**src/rtl/interface_ultrassom_param.sv**
```systemverilog
// HC-SR04-style ultrasonic ranging interface: trigger generation, echo width
// measurement straight into saturating BCD centimetres, single-shot or continuous.
module interface_ultrassom_param #(
    parameter int TRIGGER_CICLOS   = 500,
    parameter int CICLOS_POR_CM    = 2941,
    parameter int DIGITOS          = 3,
    parameter int TIMEOUT_CICLOS   = 1_500_000,
    parameter int INTERVALO_CICLOS = 5_000_000
) (
    input  logic                   clock,
    input  logic                   reset,
    input  logic                   medir,
    input  logic                   modo_continuo,
    input  logic                   echo,
    output logic                   trigger,
    output logic [4*DIGITOS-1:0]   medida,
    output logic                   pronto,
    output logic                   timeout,
    output logic [3:0]             db_estado
);

    localparam int MED_W  = 4 * DIGITOS;
    localparam int MAX_A  = (TIMEOUT_CICLOS > INTERVALO_CICLOS) ? TIMEOUT_CICLOS : INTERVALO_CICLOS;
    localparam int MAX_C  = (MAX_A > TRIGGER_CICLOS) ? MAX_A : TRIGGER_CICLOS;
    localparam int CNT_W  = $clog2(MAX_C + 1);
    localparam int SUB_W  = $clog2(CICLOS_POR_CM + 1);

    typedef enum logic [3:0] {
        ST_INICIAL    = 4'd0,
        ST_PREPARACAO = 4'd1,
        ST_ENVIA_TRIG = 4'd2,
        ST_ESPERA     = 4'd3,
        ST_MEDE       = 4'd4,
        ST_ARMAZENA   = 4'd5,
        ST_FINAL      = 4'd6,
        ST_ERRO       = 4'd7,
        ST_INTERVALO  = 4'd8
    } estado_t;

    estado_t            estado, estado_next;
    logic               echo_p0, echo_p1, echo_p2;
    logic [CNT_W-1:0]   cnt;
    logic [SUB_W-1:0]   sub;
    logic [MED_W-1:0]   acc;
    logic               echo_rise, echo_low;

    function automatic logic bcd_all9(input logic [MED_W-1:0] v);
        logic r;
        r = 1'b1;
        for (int i = 0; i < DIGITOS; i++)
            if (v[4*i +: 4] != 4'd9) r = 1'b0;
        return r;
    endfunction

    // Decimal increment that sticks at all nines instead of wrapping.
    function automatic logic [MED_W-1:0] bcd_sat_inc(input logic [MED_W-1:0] v);
        logic [MED_W-1:0] r;
        logic             carry;
        r     = v;
        carry = 1'b1;
        if (!bcd_all9(v)) begin
            for (int i = 0; i < DIGITOS; i++) begin
                if (carry) begin
                    if (r[4*i +: 4] == 4'd9) begin
                        r[4*i +: 4] = 4'd0;
                    end else begin
                        r[4*i +: 4] = r[4*i +: 4] + 4'd1;
                        carry       = 1'b0;
                    end
                end
            end
        end
        return r;
    endfunction

    assign echo_rise = echo_p1 & ~echo_p2;
    assign echo_low  = ~echo_p1;
    assign trigger   = (estado == ST_ENVIA_TRIG);
    assign pronto    = (estado == ST_FINAL);
    assign db_estado = estado;

    always_comb begin
        estado_next = estado;
        case (estado)
            ST_INICIAL:    if (medir) estado_next = ST_PREPARACAO;
            ST_PREPARACAO: estado_next = ST_ENVIA_TRIG;
            ST_ENVIA_TRIG: if (cnt == CNT_W'(TRIGGER_CICLOS - 1)) estado_next = ST_ESPERA;
            ST_ESPERA: begin
                if (echo_rise)                                 estado_next = ST_MEDE;
                else if (cnt == CNT_W'(TIMEOUT_CICLOS - 1))    estado_next = ST_ERRO;
            end
            ST_MEDE: begin
                if (echo_low)                                  estado_next = ST_ARMAZENA;
                else if (cnt == CNT_W'(TIMEOUT_CICLOS - 1))    estado_next = ST_ERRO;
            end
            ST_ARMAZENA:   estado_next = ST_FINAL;
            ST_FINAL,
            ST_ERRO:       estado_next = modo_continuo ? ST_INTERVALO : ST_INICIAL;
            ST_INTERVALO: begin
                if (!modo_continuo)                            estado_next = ST_INICIAL;
                else if (cnt == CNT_W'(INTERVALO_CICLOS - 1))  estado_next = ST_PREPARACAO;
            end
            default:       estado_next = ST_INICIAL;
        endcase
    end

    always_ff @(posedge clock or posedge reset) begin
        if (reset) begin
            estado  <= ST_INICIAL;
            echo_p0 <= 1'b0;
            echo_p1 <= 1'b0;
            echo_p2 <= 1'b0;
            cnt     <= '0;
            sub     <= '0;
            acc     <= '0;
            medida  <= '0;
            timeout <= 1'b0;
        end else begin
            estado  <= estado_next;
            // synchroniser p0/p1, p2 holds the previous synchronised sample for edges
            echo_p0 <= echo;
            echo_p1 <= echo_p0;
            echo_p2 <= echo_p1;
            case (estado)
                ST_PREPARACAO: begin
                    cnt     <= '0;
                    sub     <= '0;
                    acc     <= '0;
                    timeout <= 1'b0;
                end
                ST_ENVIA_TRIG: cnt <= (cnt == CNT_W'(TRIGGER_CICLOS - 1)) ? '0 : cnt + 1'b1;
                ST_ESPERA: begin
                    // the rising-edge cycle is already the first high cycle of the echo
                    if (echo_rise) begin
                        cnt <= CNT_W'(1);
                        sub <= SUB_W'(1);
                    end else begin
                        cnt <= cnt + 1'b1;
                    end
                end
                ST_MEDE: begin
                    if (!echo_low) begin
                        cnt <= cnt + 1'b1;
                        if (sub == SUB_W'(CICLOS_POR_CM - 1)) begin
                            sub <= '0;
                            acc <= bcd_sat_inc(acc);
                        end else begin
                            sub <= sub + 1'b1;
                        end
                    end
                end
                ST_ARMAZENA:
                    medida <= (sub >= SUB_W'(CICLOS_POR_CM / 2)) ? bcd_sat_inc(acc) : acc;
                ST_INTERVALO:  cnt <= cnt + 1'b1;
                default:       cnt <= '0;
            endcase
            if (estado_next == ST_ERRO) timeout <= 1'b1;
        end
    end

endmodule

```
**config.mk**
```make
export PLATFORM = sky130hd
export DESIGN_NAME = interface_ultrassom_param
export DESIGN_NICKNAME = d
export VERILOG_FILES = /design/src/rtl/interface_ultrassom_param.sv
export SDC_FILE = /design/constraint.sdc
export NUM_CORES = 1
export LEC_CHECK = 0
export ABC_AREA = 1
export ABC_CLOCK_PERIOD_IN_PS = 3900
export CAP_MARGIN = 20
export CELL_PAD_IN_SITES_DETAIL_PLACEMENT = 0
export CELL_PAD_IN_SITES_GLOBAL_PLACEMENT = 1
export CORE_MARGIN = 3
export CORE_UTILIZATION = 48
export CTS_BUF_LIST = sky130_fd_sc_hd__clkbuf_4
export DETAILED_ROUTE_END_ITERATION = 12
export GPL_TIMING_DRIVEN = 0
export PLACE_DENSITY = 0.95
export SYNTH_ARGS = -nofsm -noshare
export SYNTH_HDL_FRONTEND = slang
export SYNTH_SLANG_ARGS = --single-unit
```
**constraint.sdc**
```tcl
create_clock -name clock -period 3.9 [get_ports clock]
set_input_delay 0.975 -clock clock [delete_from_list [all_inputs] [get_ports clock]]
set_output_delay 0.975 -clock clock [all_outputs]
set_load 0.005 [all_outputs]
```
; ---- Word level (Yosys, flattened, before mapping)
; Cells that the tools add are included.
[totals]
register_bits = 67
input_bits = 5
output_inout_bits = 19
wordCells = 110
[op_classes]
addsub = 5
n_lt_le_gt_ge = 1
eq_ne = 25
mux = 55
n_bitwise = 3
reduce_logical = 10
[ops]
columns = cell, count
row1 = $pmux 23 s5, 1
row2 = $mux 12, 8
row3 = $mux 23, 3
row4 = $mux 4, 15
row5 = $pmux 12 s3, 1
row6 = $pmux 4 s8, 1
row7 = $mux 1, 25
row8 = $pmux 12 s2, 1
row9 = $add 23x1->23 const B, 1
row10 = $eq 23x21->1 const B, 1
row11 = $eq 23x23->1 const B, 1
row12 = $eq 23x9->1 const B, 1
row13 = $eq 4x3->1 const B, 5
row14 = $eq 4x4->1 const B, 4
row15 = $add 12x1->12 const B, 1
row16 = $add 4x1->4 const B, 3
row17 = $eq 12x12->1 const B, 1
row18 = $ge 12x11->1 const B, 1
row19 = $ne 2x2->1 const B, 6
row20 = $ne 4x4->1 const B, 3
row21 = $reduce_and 5->1, 2
row22 = $eq 4x2->1 const B, 2
row23 = $eq 4x1->1 const B, 1
row24 = $logic_not 4->1, 1
row25 = 8 further kinds, 10

; ---- Logic depth before layout (Yosys ltp)
[logic_depth]
depth_word = 21
mapped_depth = 12
mapped_depth_nobuf = 12

; ---- Worst setup path after synthesis
; No wires, ideal clock.
[synth_timing]
path_type = flip-flop to output port
from = reg estado[3], in the netlist db_estado[3]
to = out trigger
arrival_time_ns = 0.881
required_time_ns = 2.925
path_slack_ns = 2.044
stages_incl_launch_ff = 4
n_path_buf = 0
cell_sequence = dfrtp_1 nor2_2 nand2_1 nor2_1
[synth_via]
elab_chain_len = 1
[synth_lines]
columns = element, line_no
row1 = "start, declared", 40  ; estado_t estado, estado_next;
row2 = "start signal, assigned", 119  ; estado <= estado_next;
row3 = $eq 4x2->1, 78  ; assign trigger = (estado == ST_ENVIA_TRIG);
row4 = "end, declared", 15  ; output logic trigger,
; No other way between the ends.

; ---- Final worst setup path
; Same ends and word-level chain as after synthesis.

==> results.md <==
- Initial DRC count: 214
- Worst skew pair latency: 410 ps
- DR WL/cell: 12.7 µm
- Synth unique cells: 36
- Synthesis Warnings: 0
- Setup CP Type: reg2out
- Critical R2R Capture: cnt[15]
- Starting Density: 50.5%
- RSZ-0062 raised after global routing: false
- FP Rows: 33
- Pin count of the biggest net entering global routing: 68
- Total CTS buffers: 9
- PortBufs: 23
- Pre-CTS setup slack: 1320 ps
- Async SR Flop Fraction: 100%
- HPWL Detailed: 7410 µm
- Die area: 10000 µm²
- H-Tree Depth: 3
- Root buf cell: clkbuf_4
- Number of remaining DRC errors: 0
- Antenna violations before repair: 0
- Mapped Nets: 638
- Crit end category: primary output
- Fill cells: about 800
- Worst R2R Setup Slack: 1990 ps
- Clock skew: 11.8 ps
- Hold Buf Count CTS: 0
- Status: finished clean
- Period utilization: 78.2%
- Resized cells post-CTS: 0
- Antenna diodes: 0
- Synthesized area per cell: 6.76 µm²
- Routed Wire Length: about 9800 µm
- Lkg Pwr: 2.55 nW
- Final hold vios: 0
- Fin cells: 773
- Final Slew Violations: 0
- Setup Buffers After CTS: 0
- Synth Flop Type: dfrtp_1
- CTS max path bufs: 2
- CP startpoint kind: flip-flop
- Number of global-route vias before repair: 3698
- Total Neg Setup Slack: 0 ps
- Final Total Pwr: 1.95 mW
- Post-synth EDFFs: 0
- Crit path from: db_estado[3]
- Share of cells above drive strength 1: 8.53%
- Max_cap viols: 0
- Cell area power density: ~400 nW/µm²
- Final ANT Viol Nets: 0
- CTS tree: done
- Worst ir drop on vdd: 0.000237 V
- Final setup fails: 0
- Critical path capture point: trigger
- DR vias/cell: 5.13
- Commonest cells after routing, fill and taps aside: nand2_1, inv_1, nor2_1
- Layout area overhead: 12.9%
- First-pass GRT wire length: between 15000 and 20000 µm
- Sink Count: 67
- Mapped Cells: 629
- Hold Path Cell Cnt: 0
- PnR worst setup slack: 851 ps
- Worst r2r src: cnt[0]
- Core region area: 8420 µm²
- Max-slew headroom: 45.0%
- # nets final: ~670
- Max FO, Critical Path: 5
- Routed vias: 3968
- Placed cells: 757
- IO Pins: 24
- Worst min path class: reg2reg
- Max Fclk: about 330 MHz
- Synth Register Bits: 67
- Final min period: about 3000 ps
- Post-Syn Area: 4250 µm²
- Clock transition at path regs: between 100 and 150 ps
- Most common cell after layout, fill and taps aside: nand2_1
- Routability cong.: 0.845
- First drt pass iteration count: 4
- WP data arrival: approximately 2100 ps
- Worst Tran Pin Value: roughly 830 ps
- Chip width: between 100 and 150 µm
- WP data required: 2920 ps
- Chip height: 100 µm
- Hold_sp: echo_p0
- Reg2Reg Depth: 11
- Register area share after synthesis: about two fifths
- Total Routing Usage GR: 20.6%
- Total congestion overflow: 0
-- report_power, final --
| part | switching [mW] | internal (mW) | leakage (nW) |
|---|---|---|---|
| clock network | 0.265 | 0.323 | 0.0940 |
| logic | 0.379 | 0.200 | 1.53 |
| registers | 0.0518 | 0.735 | 0.925 |
| total | 0.696 | 1.26 | 2.55 |
-- stage by stage --
stage	hold slack (ps)	utilization, %	instance area, µm²
CTS	363	57.0	4800
finish	361	57.0	4800
global route	370	57.0	4800
global placement	335	54.8	4610
detailed placement	335	54.8	4610
floorplan	331	-	4250
-- synthesized netlist by cell type (3+ instances only) --
master      n  area share (%)
clkbuf_1    3            0.26
inv_2      11            0.97
nand4_1    11             1.6
dfrtp_1    67              39
nor3_1     13             1.5
xor2_1      6             1.2
nor2_2      6            0.88
a21oi_1     9             1.1
buf_4       3            0.53
ha_1        4             1.2
o21ai_0    24             2.8
inv_1      83             7.3
xnor2_1     4            0.82
buf_2       4            0.47
nor2_1     70             6.2
nand3b_1    4            0.71
nand2_1   211              19
nand3_1    69             8.1
nand2_4     5             1.3
-- cells by family (layout without fill, tap and decap cells) --
| logic type | after synthesis | count (layout) | synth area share, % |
|---|---|---|---|
| AO/OA/AOI/OAI | 43 | 43 | 5.83 |
| flip-flops | 67 | 67 | 39.4 |
| buffers and inverters | 106 | 145 | 10.1 |
| adder cells (fa/ha/maj) | 4 | 4 | 1.18 |
| XOR/XNOR | 10 | 10 | 2.06 |
| AND/OR/NAND/NOR | 399 | 399 | 41.4 |
-- worst min path at each step --
stage / to / slack (ps)
finish: echo_p1 / 360
global route: echo_p1 / 370
CTS: echo_p1 / 360
detailed placement: echo_p1 / 330
global placement: echo_p1 / 330
floorplan: echo_p1 / 330
-- worst max-delay path, stage by stage (launching register included) --
cell and delay, ps:
dfrtp_1 460, nor2_2 220, nand2_1 90, nor2_1 310, clkdlybuf4s50_1 580
-- state kept, by name, summed over array words and instances, names as in the netlist --
signal     flops
cnt           23
echo_p0        1
db_estado      4
sub           12
timeout        1
medida        12
acc           12
echo_p1        1
echo_p2        1
-- layer usage --
layer	track usage, %	up-vias	wire, µm
met5	0	-	0
met4	6.84	0	195
met3	3.96	20	375
met2	34.8	82	4790
met1	26.6	1830	4450
li1	-	2036	-
-- cell type report --
type	count	area [µm²]	area share [%]
plain buffers	12	76.3	1.59
multi-input cells	456	2140	44.7
clock inverters	7	115	2.40
repair buffers	23	230	4.80
clock buffers	9	67.6	1.41
flip-flops and latches	67	1680	35.0
inverters	94	355	7.41
well taps	105	131	2.74
No activity file was read; power rests on OpenSTA's default activity.
